--- src/rtl/kfps2kb_fifo_translator_if.sv ---
// kfps2kb_fifo_translator_if: byte-stream, FIFO-control and status bundle of the set-2 to set-1 translator
interface kfps2kb_fifo_translator_if #(
  parameter int FIFO_DEPTH = 8
);
  logic [7:0] rx_data;
  logic rx_valid;
  logic rx_error;
  logic clear_keycode;
  logic reset_keyboard;
  logic irq;
  logic [7:0] keycode;
  logic pause_core;
  logic overflow;
  logic [$clog2(FIFO_DEPTH):0] fifo_count;
  modport master (
    output rx_data, rx_valid, rx_error, clear_keycode, reset_keyboard,
    input irq, keycode, pause_core, overflow, fifo_count
  );
  modport slave (
    input rx_data, rx_valid, rx_error, clear_keycode, reset_keyboard,
    output irq, keycode, pause_core, overflow, fifo_count
  );
endinterface

--- src/rtl/kfps2kb_fifo_translator.sv ---
// kfps2kb_fifo_translator: PS/2 set-2 prefix decoder, set-1 translator and keycode FIFO with pause/OSD hotkeys
module kfps2kb_fifo_translator #(
  parameter int FIFO_DEPTH = 8,
  parameter bit PASS_E0 = 1'b1,
  parameter logic [7:0] HOTKEY_PAUSE = 8'h78,
  parameter logic [7:0] HOTKEY_MASK = 8'h07
) (
  input logic clock,
  input logic reset,
  kfps2kb_fifo_translator_if.slave bus
);
  localparam int AW = $clog2(FIFO_DEPTH);
  localparam int CW = AW + 1;
  localparam logic [CW-1:0] FULL = CW'(FIFO_DEPTH);
  typedef enum logic [1:0] {IDLE, GOT_E0, GOT_F0, GOT_E0F0} state_t;
  state_t state_q, state_d;
  logic [AW-1:0] rd_q, rd_d, wr_q, wr_d, waddr;
  logic [CW-1:0] count_q, count_d;
  logic pause_q, pause_d, ovf_q, ovf_d;
  logic [7:0] mem_q [FIFO_DEPTH];
  logic [7:0] rx, push_data, wdata;
  logic push_req, pause_tgl, push, pop, grow, wen, ext, brk, hot;
  function automatic logic [7:0] set1(input logic [7:0] c);
    case (c)
      8'h01: set1 = 8'h43; 8'h03: set1 = 8'h3F; 8'h04: set1 = 8'h3D; 8'h05: set1 = 8'h3B;
      8'h06: set1 = 8'h3C; 8'h07: set1 = 8'h58; 8'h09: set1 = 8'h44; 8'h0A: set1 = 8'h42;
      8'h0B: set1 = 8'h40; 8'h0C: set1 = 8'h3E; 8'h0D: set1 = 8'h0F; 8'h0E: set1 = 8'h29;
      8'h11: set1 = 8'h38; 8'h12: set1 = 8'h2A; 8'h14: set1 = 8'h1D; 8'h15: set1 = 8'h10;
      8'h16: set1 = 8'h02; 8'h1A: set1 = 8'h2C; 8'h1B: set1 = 8'h1F; 8'h1C: set1 = 8'h1E;
      8'h1D: set1 = 8'h11; 8'h1E: set1 = 8'h03; 8'h21: set1 = 8'h2E; 8'h22: set1 = 8'h2D;
      8'h23: set1 = 8'h20; 8'h24: set1 = 8'h12; 8'h25: set1 = 8'h05; 8'h26: set1 = 8'h04;
      8'h29: set1 = 8'h39; 8'h2A: set1 = 8'h2F; 8'h2B: set1 = 8'h21; 8'h2C: set1 = 8'h14;
      8'h2D: set1 = 8'h13; 8'h2E: set1 = 8'h06; 8'h31: set1 = 8'h31; 8'h32: set1 = 8'h30;
      8'h33: set1 = 8'h23; 8'h34: set1 = 8'h22; 8'h35: set1 = 8'h15; 8'h36: set1 = 8'h07;
      8'h3A: set1 = 8'h32; 8'h3B: set1 = 8'h24; 8'h3C: set1 = 8'h16; 8'h3D: set1 = 8'h08;
      8'h3E: set1 = 8'h09; 8'h41: set1 = 8'h33; 8'h42: set1 = 8'h25; 8'h43: set1 = 8'h17;
      8'h44: set1 = 8'h18; 8'h45: set1 = 8'h0B; 8'h46: set1 = 8'h0A; 8'h49: set1 = 8'h34;
      8'h4A: set1 = 8'h35; 8'h4B: set1 = 8'h26; 8'h4C: set1 = 8'h27; 8'h4D: set1 = 8'h19;
      8'h4E: set1 = 8'h0C; 8'h52: set1 = 8'h28; 8'h54: set1 = 8'h1A; 8'h55: set1 = 8'h0D;
      8'h58: set1 = 8'h3A; 8'h59: set1 = 8'h36; 8'h5A: set1 = 8'h1C; 8'h5B: set1 = 8'h1B;
      8'h5D: set1 = 8'h2B; 8'h66: set1 = 8'h0E; 8'h69: set1 = 8'h4F; 8'h6B: set1 = 8'h4B;
      8'h6C: set1 = 8'h47; 8'h70: set1 = 8'h52; 8'h71: set1 = 8'h53; 8'h72: set1 = 8'h50;
      8'h73: set1 = 8'h4C; 8'h74: set1 = 8'h4D; 8'h75: set1 = 8'h48; 8'h76: set1 = 8'h01;
      8'h77: set1 = 8'h45; 8'h78: set1 = 8'h57; 8'h79: set1 = 8'h4E; 8'h7A: set1 = 8'h51;
      8'h7B: set1 = 8'h4A; 8'h7C: set1 = 8'h37; 8'h7D: set1 = 8'h49; 8'h7E: set1 = 8'h46;
      8'h83: set1 = 8'h41;
      default: set1 = 8'h00;
    endcase
  endfunction
  assign rx = bus.rx_data;
  assign ext = state_q == GOT_E0 || state_q == GOT_E0F0;
  assign brk = state_q == GOT_F0 || state_q == GOT_E0F0;
  assign hot = !ext;
  assign pop = bus.clear_keycode && count_q != '0;
  assign push = push_req && !pause_q;
  assign grow = push && (count_q != FULL || pop);
  // decoder state register
  always_ff @(posedge clock) begin
    state_q <= reset ? IDLE : state_d;
  end
  // prefix decoding: E0/F0 build up the extended/break context, any final code returns to IDLE
  always_comb begin
    state_d = bus.reset_keyboard || bus.rx_error ? IDLE :
              !bus.rx_valid || rx == 8'hFA || rx == 8'hE1 ? state_q :
              rx == 8'hE0 ? GOT_E0 :
              rx == 8'hF0 ? (ext ? GOT_E0F0 : GOT_F0) : IDLE;
  end
  // per-byte action: what to queue and whether the pause hotkey fires
  always_comb begin
    push_req = 1'b0;
    pause_tgl = 1'b0;
    push_data = set1(rx) | {brk, 7'b0};
    if (bus.rx_error) begin
      push_req = 1'b1;
      push_data = 8'hFF;
    end else if (bus.rx_valid) begin
      if (rx == 8'hE0) begin
        push_req = PASS_E0;
        push_data = 8'hE0;
      end else if (rx == 8'hE1) begin
        push_req = 1'b1;
        push_data = 8'hE1;
      end else if (rx != 8'hFA && rx != 8'hF0) begin
        pause_tgl = hot && brk && rx == HOTKEY_PAUSE;
        push_req = !(hot && (rx == HOTKEY_PAUSE || rx == HOTKEY_MASK));
      end
    end
  end
  // FIFO bookkeeping; a push into a full FIFO without a pop marks the newest entry as FF
  always_comb begin
    rd_d = rd_q;
    wr_d = wr_q;
    count_d = count_q;
    ovf_d = ovf_q;
    pause_d = pause_q;
    wen = 1'b0;
    waddr = wr_q;
    wdata = push_data;
    if (bus.reset_keyboard) begin
      rd_d = '0;
      wr_d = AW'(1);
      count_d = CW'(1);
      ovf_d = 1'b0;
      wen = 1'b1;
      waddr = '0;
      wdata = 8'hAA;
    end else begin
      pause_d = pause_q ^ pause_tgl;
      rd_d = rd_q + AW'(pop);
      wr_d = wr_q + AW'(grow);
      count_d = count_q + CW'(grow) - CW'(pop);
      wen = push;
      waddr = grow ? wr_q : wr_q - AW'(1);
      wdata = grow ? push_data : 8'hFF;
      ovf_d = ovf_q | (push && !grow);
    end
  end
  // FIFO pointers, occupancy and sticky flags
  always_ff @(posedge clock) begin
    if (reset) begin
      rd_q <= '0;
      wr_q <= '0;
      count_q <= '0;
      pause_q <= 1'b0;
      ovf_q <= 1'b0;
    end else begin
      rd_q <= rd_d;
      wr_q <= wr_d;
      count_q <= count_d;
      pause_q <= pause_d;
      ovf_q <= ovf_d;
    end
  end
  // storage needs no reset: the head is masked while the FIFO is empty
  always_ff @(posedge clock) begin
    if (wen) mem_q[waddr] <= wdata;
  end
  assign bus.irq = count_q != '0;
  assign bus.keycode = bus.irq ? mem_q[rd_q] : 8'h00;
  assign bus.pause_core = pause_q;
  assign bus.overflow = ovf_q;
  assign bus.fifo_count = count_q;
endmodule
--- src/flat_wrapper.sv ---
// flat-port wrapper written by rule: the top's interface ports become plain ports
module kfps2kb_fifo_translator_flat 
#(
  parameter int FIFO_DEPTH = 8,
  parameter bit PASS_E0 = 1'b1,
  parameter logic [7:0] HOTKEY_PAUSE = 8'h78,
  parameter logic [7:0] HOTKEY_MASK = 8'h07
)
  (clock, reset, bus_rx_data, bus_rx_valid, bus_rx_error, bus_clear_keycode, bus_reset_keyboard, bus_irq, bus_keycode, bus_pause_core, bus_overflow, bus_fifo_count);
  kfps2kb_fifo_translator_if #(.FIFO_DEPTH(FIFO_DEPTH)) bus_i ();
  input logic clock;
  input logic reset;
  input wire logic [$bits(bus_i.rx_data)-1:0] bus_rx_data;
  input wire logic [$bits(bus_i.rx_valid)-1:0] bus_rx_valid;
  input wire logic [$bits(bus_i.rx_error)-1:0] bus_rx_error;
  input wire logic [$bits(bus_i.clear_keycode)-1:0] bus_clear_keycode;
  input wire logic [$bits(bus_i.reset_keyboard)-1:0] bus_reset_keyboard;
  output wire logic [$bits(bus_i.irq)-1:0] bus_irq;
  output wire logic [$bits(bus_i.keycode)-1:0] bus_keycode;
  output wire logic [$bits(bus_i.pause_core)-1:0] bus_pause_core;
  output wire logic [$bits(bus_i.overflow)-1:0] bus_overflow;
  output wire logic [$bits(bus_i.fifo_count)-1:0] bus_fifo_count;
  assign bus_i.rx_data = bus_rx_data;
  assign bus_i.rx_valid = bus_rx_valid;
  assign bus_i.rx_error = bus_rx_error;
  assign bus_i.clear_keycode = bus_clear_keycode;
  assign bus_i.reset_keyboard = bus_reset_keyboard;
  assign bus_irq = bus_i.irq;
  assign bus_keycode = bus_i.keycode;
  assign bus_pause_core = bus_i.pause_core;
  assign bus_overflow = bus_i.overflow;
  assign bus_fifo_count = bus_i.fifo_count;
  kfps2kb_fifo_translator #(.FIFO_DEPTH(FIFO_DEPTH), .PASS_E0(PASS_E0), .HOTKEY_PAUSE(HOTKEY_PAUSE), .HOTKEY_MASK(HOTKEY_MASK)) u_core (.clock(clock), .reset(reset), .bus(bus_i));
endmodule
--- config.mk ---
export PLATFORM = sky130hd
export DESIGN_NAME = kfps2kb_fifo_translator_flat
export DESIGN_NICKNAME = d
export VERILOG_FILES = /design/src/rtl/kfps2kb_fifo_translator_if.sv /design/src/rtl/kfps2kb_fifo_translator.sv /design/src/flat_wrapper.sv
export SDC_FILE = /design/constraint.sdc
export NUM_CORES = 1
export LEC_CHECK = 0
export CAP_MARGIN = 15
export CORE_MARGIN = 3
export CORE_UTILIZATION = 60
export DETAILED_ROUTE_END_ITERATION = 12
export PLACE_DENSITY = 0.9
export SETUP_SLACK_MARGIN = 0.5
export SLEW_MARGIN = 20
export SYNTH_ARGS = -nofsm -noshare
export SYNTH_HDL_FRONTEND = slang
export SYNTH_SLANG_ARGS = --single-unit
export TNS_END_PERCENT = 1
--- constraint.sdc ---
create_clock -name clock -period 5.43 [get_ports clock]
set_input_delay 1.3575 -clock clock [delete_from_list [all_inputs] [get_ports clock]]
set_output_delay 1.3575 -clock clock [all_outputs]
set_load 0.05 [all_outputs]
======== Yosys cells after proc, flatten, opt, wreduce, memory -nomap -nowiden ========
Memory sizes are Yosys's and may differ from the RTL's. A register that Yosys moved wholly into a read port is not among the register bits.
Cells that the tools add are included.
storage, ports and cells
  ROM bits ................................ 1792
  output and inout bits ................... 15
  memories ................................ 2
  register bits ........................... 14
  word-level logic and storage cells ...... 81
  input bits .............................. 14
  RAM bits ................................ 64
cells by class
  equality and inequality tests ........... 12
  $add $sub $neg .......................... 5
  bitwise gates (word level) .............. 3
  reductions and logical operators ........ 23
  mux-type cells .......................... 28
memory list
  memory            depth  width  rd ports  clocked after memory_dff  write ports  RTL line                       source
  (name not given)  256    7      1         0                         0            kfps2kb_fifo_translator.sv:24  case (c)
  u_core.mem_q      8      8      1         1                         1            kfps2kb_fifo_translator.sv:20  logic [7:0] mem_q [FIFO_DEPTH];
operators by type and width
  operator             number
  $mux 8               7
  $eq 8x8->1 const B   4
  $mux 1               16
  $ne 8x8->1 const B   2
  $mux 3               3
  $eq 8x3->1 const B   1
  $eq 8x7->1 const B   1
  $logic_and 1x1->1    8
  $or 8x8->8           1
  $logic_or 1x1->1     7
  $add 3x1->3          2
  $logic_not 1->1      5
  $add 4x1->4          1
  $eq 2x2->1 const B   2
  $mux 2               2
  $ne 4x4->1 const B   1
  $reduce_bool 4->1    1
  $reduce_or 2->1      2
  $sub 4x1->4          1
  $sub 3x1->3 const B  1
  $eq 2x1->1 const B   1
  $or 1x1->1           1
  $xor 1x1->1          1

======== Longest topological paths before layout ========
Gate-level depths: netlist of run 1.
  word-level depth ........................ 15
  gate-level depth with buffers ........... 14
  gate-level depth less buffers ........... 12

======== Worst setup path before layout of run 1 ========
No wires, ideal clock.
  kind .................................... input to register
  start ................................... input port bus_rx_data[0]
  end ..................................... memory u_core.mem_q[2][0], enable pin
  setup slack ............................. 1.071 ns
  cell stages on the path ................. 11
  path buffers ............................ 1
  required time ........................... 5.047 ns
  arrival time ............................ 3.975 ns
  cells stage by stage .................... clkbuf_1 -> inv_1 -> ha_1 -> or2_2 -> a31o_4 -> o21ai_1 -> inv_1 -> ha_1 -> inv_1 -> o21ba_2 -> nor3_1
on the way
  cells in the longest elaborated chain, start to end .. 13
  elaborated cells between the ends (all ways) .. 22
  those cells by class .................... 6 x eq/ne; 10 x mux; 6 x reduce/logical
RTL lines
  what                                                    RTL line                                                        source
  from (decl)                                             flat_wrapper.sv:13                                              input wire logic [$bits(bus_i.rx_data)-1:0] bus_rx_data;
  $eq 8x7->1 or $eq 8x3->1 (tied branches)                kfps2kb_fifo_translator.sv:85                                   push_req = !(hot && (rx == HOTKEY_PAUSE || rx == HOTKEY_MASK));
  $logic_or 1x1->1                                        kfps2kb_fifo_translator.sv:85
  $logic_and 1x1->1                                       kfps2kb_fifo_translator.sv:85
  $logic_not 1->1                                         kfps2kb_fifo_translator.sv:85
  $mux 1                                                  kfps2kb_fifo_translator.sv:83                                   end else if (rx != 8'hFA && rx != 8'hF0) begin
  $mux 1                                                  kfps2kb_fifo_translator.sv:80                                   end else if (rx == 8'hE1) begin
  $mux 1 (*)                                              kfps2kb_fifo_translator.sv:77                                   if (rx == 8'hE0) begin
  $mux 1 (*)                                              kfps2kb_fifo_translator.sv:76                                   end else if (bus.rx_valid) begin
  $mux 1 (*)                                              kfps2kb_fifo_translator.sv:73                                   if (bus.rx_error) begin
  $logic_and 1x1->1 (*)                                   kfps2kb_fifo_translator.sv:55                                   assign push = push_req && !pause_q;
  $mux 1 or $logic_and 1x1->1 (tied branches)             kfps2kb_fifo_translator.sv:99, kfps2kb_fifo_translator.sv:56
  $mux 1 or $mux 3 (tied branches)                        kfps2kb_fifo_translator.sv:136, kfps2kb_fifo_translator.sv:113
  $mux 1 (implied by the code) or $mux 3 (tied branches)  kfps2kb_fifo_translator.sv:136, kfps2kb_fifo_translator.sv:99
  to (decl)                                               kfps2kb_fifo_translator.sv:20
Every way passes the cells marked *; elsewhere a longest branch is shown, timed or not.

======== Worst setup path after layout of run 1 ========
  start ................................... input port bus_rx_data[0]
  end ..................................... memory u_core.mem_q[0][5], enable pin
The elaborated chain is that of the path after synthesis.

==> results.md, run 1 <==
- The flow ran to the end, and the final reports show no timing, DRC or antenna violations.
- In this run, post-CTS hold repair placed 0 buffers.
- The kind of critical path is in2reg.
- The number of enable-type register cells in the synthesized netlist is 64.
- The multiplexer fraction of the synthesized cell area is 11.9%.
- The data arrival at the endpoint of the critical path is 4.65 ns.
- After synthesis, the cell types taking the most area are sky130_fd_sc_hd__edfxtp_1, sky130_fd_sc_hd__mux4_2, sky130_fd_sc_hd__dfxtp_1.
- The required time at the endpoint of the critical path is 5.48 ns.
- The actual slew at the worst max-slew pin is 0.839 ns.
- The parity-gate share of the synthesized area counting xor and xnor cells is 0.908%.
- Headroom to the max-slew limit came out at 44.0%.
- Clock tree synthesis found a total of 78 sinks.
- The weighted congestion at the end of routability-driven global placement is 0.983.
- Detailed placement ended at an HPWL of 9180 um.
- The total of warnings raised by yosys is 0.
- In this run the tool buffered the top-level ports with 28 buffer cells.
- The final number of setup-violating endpoints is 0.
- For this configuration, the core starts out at a cell density of 62.1%.
- STA classifies the critical path endpoint as a flop.
- The longest clock path from root to sink contains 2 buffers.
- After synthesis, the most frequently instantiated cells are sky130_fd_sc_hd__edfxtp_1, sky130_fd_sc_hd__nor2_1, sky130_fd_sc_hd__a21oi_1, sky130_fd_sc_hd__nand2_1, sky130_fd_sc_hd__inv_1.
- The final clock period utilization by the worst path is 84.7%.
- The minimum period implied by the final worst setup slack is 4.60 ns.
- The async set or reset register ratio after synthesis is 0%.
- The floorplan step set the die height to 95.7 um.
- Global routing consumed, over all layers together, 29.1% of the routing resources.
- The cell repeated most along the worst path is sky130_fd_sc_hd__inv_1.
- In the post-synthesis netlist, the cell with the most instances is sky130_fd_sc_hd__edfxtp_1.
- The synthesized netlist devotes 5.08% of its cell area to adder and majority cells.
- The largest family of logic cells by synthesized area is simple AND/OR/NAND/NOR gates.
- The share of synthesized area in the top cell type comes to 39.8%.
- The synthesized cell area is 0.00482 mm2.
- In the synthesized netlist the dominant register cell turns out to be sky130_fd_sc_hd__edfxtp_1.
- The largest total area in the synthesized netlist belongs to sky130_fd_sc_hd__edfxtp_1.
- The detailed-router iteration count before antenna repair is 5.
- Summing over every cut layer, the via total after detailed routing is 3,820.
- Derived from the worst setup path, the maximum achievable clock frequency is 217 MHz.
- The post-synthesis instance total is 450.
- Among all stages on the critical path, the largest delay is contributed by sky130_fd_sc_hd__clkdlybuf4s50_1.
- In this run the count of I/O pins placed on the die edge is 29.
- After detailed routing, the number of remaining DRC violations is 0.
- Synthesis inferred 78 register bits.
- The clock tree from TritonCTS is built.
- The H-tree was split into 3 levels.
- The area growth from synthesis to layout is 12.4%.
- The routed design has 12,500 um of wire.
- The floorplan step defined a die boundary enclosing 0.00915 mm2.
- Global routing finished with a remaining overflow of 0.
- Of the synthesized area, sequential elements account for 45.6%.
- In this design, the stage delay of the slowest critical-path cell is 0.62 ns.
- The net count of the finished layout is 508.
- The hold violation total from the final report is 0.
- The share of cells above drive strength 1 is 14.8%.
- The worst clock skew is 0.0143 ns.
- The region available for standard cell placement spans 0.00777 mm2.
- The classification of the worst-slack hold path is reg2reg.
- The sort of element at the start of the critical path is an input port.
- Setup repair after global routing left no endpoint under its margin.
- The buffer type at the clock tree root is sky130_fd_sc_hd__clkbuf_8.
- The total of max-cap violations is 0.
- The global-route wire length before repair is 19,600 um.
- On the final layout, the worst hold slack is 0.477 ns.
- The count of different cell masters after synthesis is 68.
- The net count after synthesis is 483.
- The repair_antennas step left the layout with diodes totalling 0.
- Summing the areas of all compound-gate instances in the mapped netlist gives 14.9% of the synthesized area.
- Dividing total power by cell area gives a power density of 353 mW/mm2.
- The post-layout total power is 1.91 mW.
- The detailed router finished its first iteration with 374 violations.
- The highest net fanout along the worst path is 13.
- Entering global routing, the biggest net connects 37 pins.
- Clock-pin slew was measured on the worst setup and hold paths at 0.08 ns.
- The x dimension of the die is 95.7 um.
- The post-detailed-route via-to-cell ratio is 6.56.
- After Yosys synthesis, and, or, nand and nor cells account for 16.5% of the synthesized area.
- The initialized floorplan defines 32 standard-cell rows.
- The leakage power summed over all cells is 1.90 nW.
- Dividing the detail-routed wire length by the instance count gives 21.5 um.
- The average cell area after synthesis is 10.7 um2.
- The post-detailed-route count of antenna-violating nets is 0.
- The number of max-slew violations in the final report is 0.
- The critical path goes through clkdlybuf4s50_1, inv_1, ha_1, mux2i_1, o31ai_1, a21oi_2, o21ai_1, inv_1, ha_1, inv_1, o21ba_2, nor3_1, buf_4.
- The highest ir drop seen on vdd is 286 uV.
- The number of global-route vias before repair is 3,586.
- The number of antenna violations at the first check in global routing is 0.
- TritonCTS created 9 clock buffers.
- The insertion delay of the later-clocked pin in the worst-skew pair is 0.35 ns.
- In this run the post-CTS setup repair buffer count came out at 0.
- The summed negative setup slack over all endpoints is 0 ns.
## per-stage QoR
stage | util, % | cells | instance area [um2] | setup slack [ns]
floorplan | - | 450 | 4820 | 1.07
global placement | 67.2 | 566 | 5220 | 0.714
detailed placement | 67.2 | 566 | 5220 | 0.497
CTS | 69.8 | 582 | 5420 | 0.861
global route | 69.8 | 582 | 5430 | 0.555
finish | 69.8 | 582 | 5430 | 0.829
## layout make-up
cell class | count | area [um2]
flip-flops and latches | 78 | 2200
fillers | 558 | 2340
inverters | 24 | 90.1
clock buffers | 9 | 124
clock inverters | 7 | 80.1
repair buffers | 47 | 418
multi-input cells | 315 | 2380
well taps | 102 | 128
## flip-flops by register name, summed over array words and instances, names as in the netlist
name	count
u_core.wr_q	3
u_core.bus.pause_core	1
u_core.state_q	2
u_core.rd_q	3
u_core.bus.overflow	1
u_core.bus.fifo_count	4
u_core.mem_q	64
## placed cells by master (no fill, tap or decap), drive strengths merged, types with 4 or more instances in the layout
cell           instances
nor2b                 14
edfxtp                64
or3                    6
o21ai                 20
a21oi                 25
o311ai                 5
mux2                   4
clkdlybuf4s50         27
inv                   26
nor3                  19
buf                   20
o22ai                  4
ha                    18
nor2                  46
a211oi                 7
nand2                 24
and3                   7
mux2i                 14
and2                   7
clkbuf                 9
dfxtp                 14
nor4                   4
nand3                  4
nand2b                10
mux4                  17
## cell families (layout without fill, tap and decap cells)
logic type | after synthesis | after routing
buf+inv | 57 | 87
xor+xnor | 5 | 5
mux | 35 | 35
simple gates | 155 | 155
compound gates | 101 | 101
flops | 78 | 78
fa+ha+maj | 19 | 19
## layer usage
layer / global-route usage [%] / wire, um / vias up / part of all wire (%)
met2: 46.3 / 6090 / 266 / 49
met5: 0 / 0 / - / 0
met4: 10.3 / 366 / 0 / 2.9
met1: 39.3 / 4830 / 1778 / 39
met3: 6.39 / 1210 / 34 / 9.7
li1: - / - / 1742 / -
## worst max-delay path: cells and delay by family
family	cells	cell delay, ns
muxes	1	0.17
buffers and inverters	5	1.24
and+or+nand+nor	1	0.22
AOI/OAI and AO/OA	4	0.94
adders and majority gates	2	0.72
## worst paths after layout
check        slack, ns  cells after the start                      from                  end
max               0.83                     13            bus_rx_data[0]   u_core.mem_q[0][5]
min               0.48                      1       u_core.bus.overflow  u_core.bus.overflow
min reg2reg       0.48                      1       u_core.bus.overflow  u_core.bus.overflow
max reg2reg       2.74                     12  u_core.bus.fifo_count[2]   u_core.mem_q[3][6]
## repair_timing
action / CTS / global route
gates resized for setup: 0 / 1
endpoints found under the setup margin: 0 / 1
hold endpoints to repair: 0 / 0
## report_power, final
group / internal [mW] / switching [mW] / total [mW]
clock: 0.218 / 0.220 / 0.438
combinational: 0.270 / 0.468 / 0.738
sequential: 0.705 / 0.0328 / 0.738
total: 1.19 / 0.720 / 1.91
(Power assumes the default switching activity.)
==> inputs of run 2 (changes only) <==
clock period = 4.6 ns   (was 5.43 ns; I/O delays follow)
==> run 2 against run 1 <==
Compared with the run above: sequential cell count is the same; clock skew fell by 0.0047 ns; via count up 2.9%; wire length about the same; sequential power up 17%; critical path depth fell by 1; non-clock buffer count up 11; first-iteration DRC count grew 16%; largest cell class unchanged.
==> results.md, run 2 (synthesis results as in run 1) <==
- The sort of element at the start of the critical path is an input port.
- The remaining routing DRC violations was 0 (unchanged).
- The number of antenna repair diodes is 0 (unchanged).
- The mean routed wirelength per cell was 21.1 um (-1.9%).
- The leakage power summed over all cells was 1.97 nW (+4.0%).
- The placement-stage cell area is 0.00533 mm2 (+2.1%).
- The number of buffers created by CTS is 9 (unchanged).
- The run finished with clean final reports.
- The highest clock frequency the design can meet is 254 MHz.
- The violation count after the first detailed-route iteration was 435 (+16%).
- The sum of routed wire length over all layers was 12,500 um (about the same).
- The height of the die is 95.7 um (unchanged).
- The number of max-slew violations in the final report is 0 (unchanged).
- The count of clock tree sinks came to 78 (unchanged).
- The weighted congestion at the end of routability-driven global placement came to 1.02 (+3.3%).
- The share of power burned in registers is 38.0% (-0.5 points).
- The final number of setup-violating endpoints is 0 (unchanged).
- The initial core utilization is 62.1% (unchanged).
- The count of port buffers added during placement came to 28 (unchanged).
- The library cells used most frequently in the layout, excluding fill and tap cells, are sky130_fd_sc_hd__edfxtp_1, sky130_fd_sc_hd__nor2_1, sky130_fd_sc_hd__buf_4, sky130_fd_sc_hd__clkdlybuf4s50_1.
- The site row count was 32 (unchanged).
- The relative contribution of combinational cells to total power is 39.7% (+1.1 points).
- The hold violation total from the final report is 0 (unchanged).
- The number of H-tree levels is 3 (unchanged).
- The net switching component of the power is 844 uW (+17%).
- The cell internal power dissipation is 1.42 mW (+19%).
- The highest ir drop seen on vdd is 313 uV (+9.3%).
- The required time at the endpoint of the critical path is 4.65 ns (-0.83 ns).
- The x dimension of the die is 95.7 um (unchanged).
- The classification of the worst-slack hold path is reg2reg.
- The number of antenna violations at the first check in global routing is 0 (unchanged).
- Walking the worst path, the cells encountered are clkdlybuf4s50_1, inv_1, ha_1, or2_2, a31o_4, o21ai_2, inv_1, ha_1, nor2_1, nand2b_1, nor3_1, buf_4.
- The number of nets in the final layout is 519 (+2.2%).
- The number of global-route vias before repair was 3,646 (+1.7%).
- The buffer type at the clock tree root is sky130_fd_sc_hd__clkbuf_8.
- The type of element capturing the critical path is a flop.
- The most frequent standard cell in the layout excluding fill and tap cells is sky130_fd_sc_hd__edfxtp_1.
- The number of flip-flops under the largest register name came to 64 (unchanged).
- The switching portion of total power is 37.3% (-0.33 points).
- The worst setup path is of the in2reg kind.
- The area growth from synthesis to layout is 14.9%.
- The post-cts repair resize count was 0 (unchanged).
- The post-detailed-route count of antenna-violating nets came to 0 (unchanged).
- The relative slew slack is 44.8% (+0.78 points).
- The highest net fanout along the worst path came to 9 (-4).
- The number of placed cells counting well taps came to 577 (+1.9%).
- The clock tree buffer depth is 2 (unchanged).
- The CTS clock-pin slew for the worst setup and hold paths is 0.08 ns (about the same).
- The share of cells above drive strength 1 is 16.9% (+2.1 points).
- The total half-perimeter wirelength after legalization and detailed placement is 8990 um (-2.1%).
- The final non-filler cell area is 0.00554 mm2 (+2.2%).
- The total of max-cap violations is 0 (unchanged).
- The number of vias after detailed routing is 3,929 (+2.9%).
- TritonCTS built the clock tree.
- The global-route wire length before repair was 19,600 um (about the same).
- The actual slew at the worst max-slew pin is 0.827 ns (-0.0116 ns).
- The number of hold buffers added after CTS is 0 (unchanged).
- The insertion delay of the later-clocked pin in the worst-skew pair is 0.34 ns (about the same).
- The worst clock skew is 0.00964 ns (-0.00466 ns).
- The cell with the largest stage delay on the worst path is sky130_fd_sc_hd__clkdlybuf4s50_1.
- The power per cell area is 408 mW/mm2 (+16%).
- Setup repair after global routing left no endpoint under its margin.
- The summed negative setup slack over all endpoints is 0 ns (unchanged).
- The full die area was 0.00915 mm2 (unchanged).
- The largest stage delay on the critical path is 0.48 ns (-0.14 ns).
- The minimum period implied by the final worst setup slack is 3.94 ns.
- The placeable core area is 0.00777 mm2 (unchanged).
- Dividing the final minimum period by the clock period gives 85.7%.
- The remaining global-route overflow is 0 (unchanged).
- The buffer count from post-CTS setup fixing is 0 (unchanged).
- The final instance count without filler cells is 593 (+1.9%).
- The detailed-router iteration count before antenna repair came to 5 (unchanged).
- The clock share of power is 22.3% (-0.6 points).
- The maximum number of pins on one net before global-route repair is 56 (+51%).
- The I/O pin count is 29 (unchanged).
- The post-detailed-route via-to-cell ratio came to 6.63 (+0.95%).
- The total routing usage reported by global routing is 29.0% (-0.096 points).
- The largest register by flop count is u_core.mem_q.
- The data arrival at the endpoint of the critical path is 4.00 ns (-0.65 ns).
## run 2: layer usage
| layer | part of all wire [%] | vias to the layer above | GRT usage [%] |
|---|---|---|---|
| met3 | 10 | 41 | 4.34 |
| met4 | 3.5 | 0 | 10.9 |
| met2 | 49 | 282 | 47.3 |
| li1 | - | 1768 | - |
| met1 | 37 | 1838 | 39.2 |
| met5 | 0 | - | 0 |
## run 2: layout make-up
cell class | count | area, um2
clock inverter | 6 | 71.3
inverter | 24 | 90.1
sequential | 78 | 2200
timing repair buffer | 58 | 528
clock buffer | 10 | 128
fill | 538 | 2220
multi-input combinational | 315 | 2400
tap | 102 | 128
## run 2: worst max-delay path, delay by kind of cell
| kind | cells | cell delay (ns) |
|---|---|---|
| fa+ha+maj | 2 | 0.62 |
| compound gates | 2 | 0.46 |
| buf+inv | 4 | 0.90 |
| simple gates | 4 | 0.84 |
## run 2: path summary, 6_finish.rpt
| check | from | endpoint | slack (ns) | cells past startpoint |
|---|---|---|---|---|
| setup / recovery | bus_rx_data[1] | u_core.mem_q[5][1] | 0.66 | 12 |
| hold / removal | u_core.bus.overflow | u_core.bus.overflow | 0.52 | 1 |
| setup reg to reg | u_core.bus.fifo_count[2] | u_core.mem_q[5][1] | 1.86 | 12 |
| hold reg to reg | u_core.bus.overflow | u_core.bus.overflow | 0.52 | 1 |
## run 2: power groups by stage
stage	clock, mW	sequential, mW	combinational, mW
after floorplan	0	0.909	0.566
after global placement	0	0.868	0.860
after detailed placement	0	0.874	0.885
after CTS	0.511	0.859	0.893
after global routing	0.539	0.863	0.968
final	0.504	0.860	0.897
## run 2: per-stage QoR
stage | utilization (%) | power (mW) | setup slack, ns | hold slack (ns)
after floorplan | - | 1.47 | 0.449 | 0.491
after global placement | 68.6 | 1.73 | 0.323 | 0.459
after detailed placement | 68.6 | 1.76 | 0.169 | 0.495
after CTS | 71.1 | 2.26 | 0.518 | 0.516
after global routing | 71.4 | 2.37 | 0.497 | 0.538
final | 71.4 | 2.26 | 0.657 | 0.520
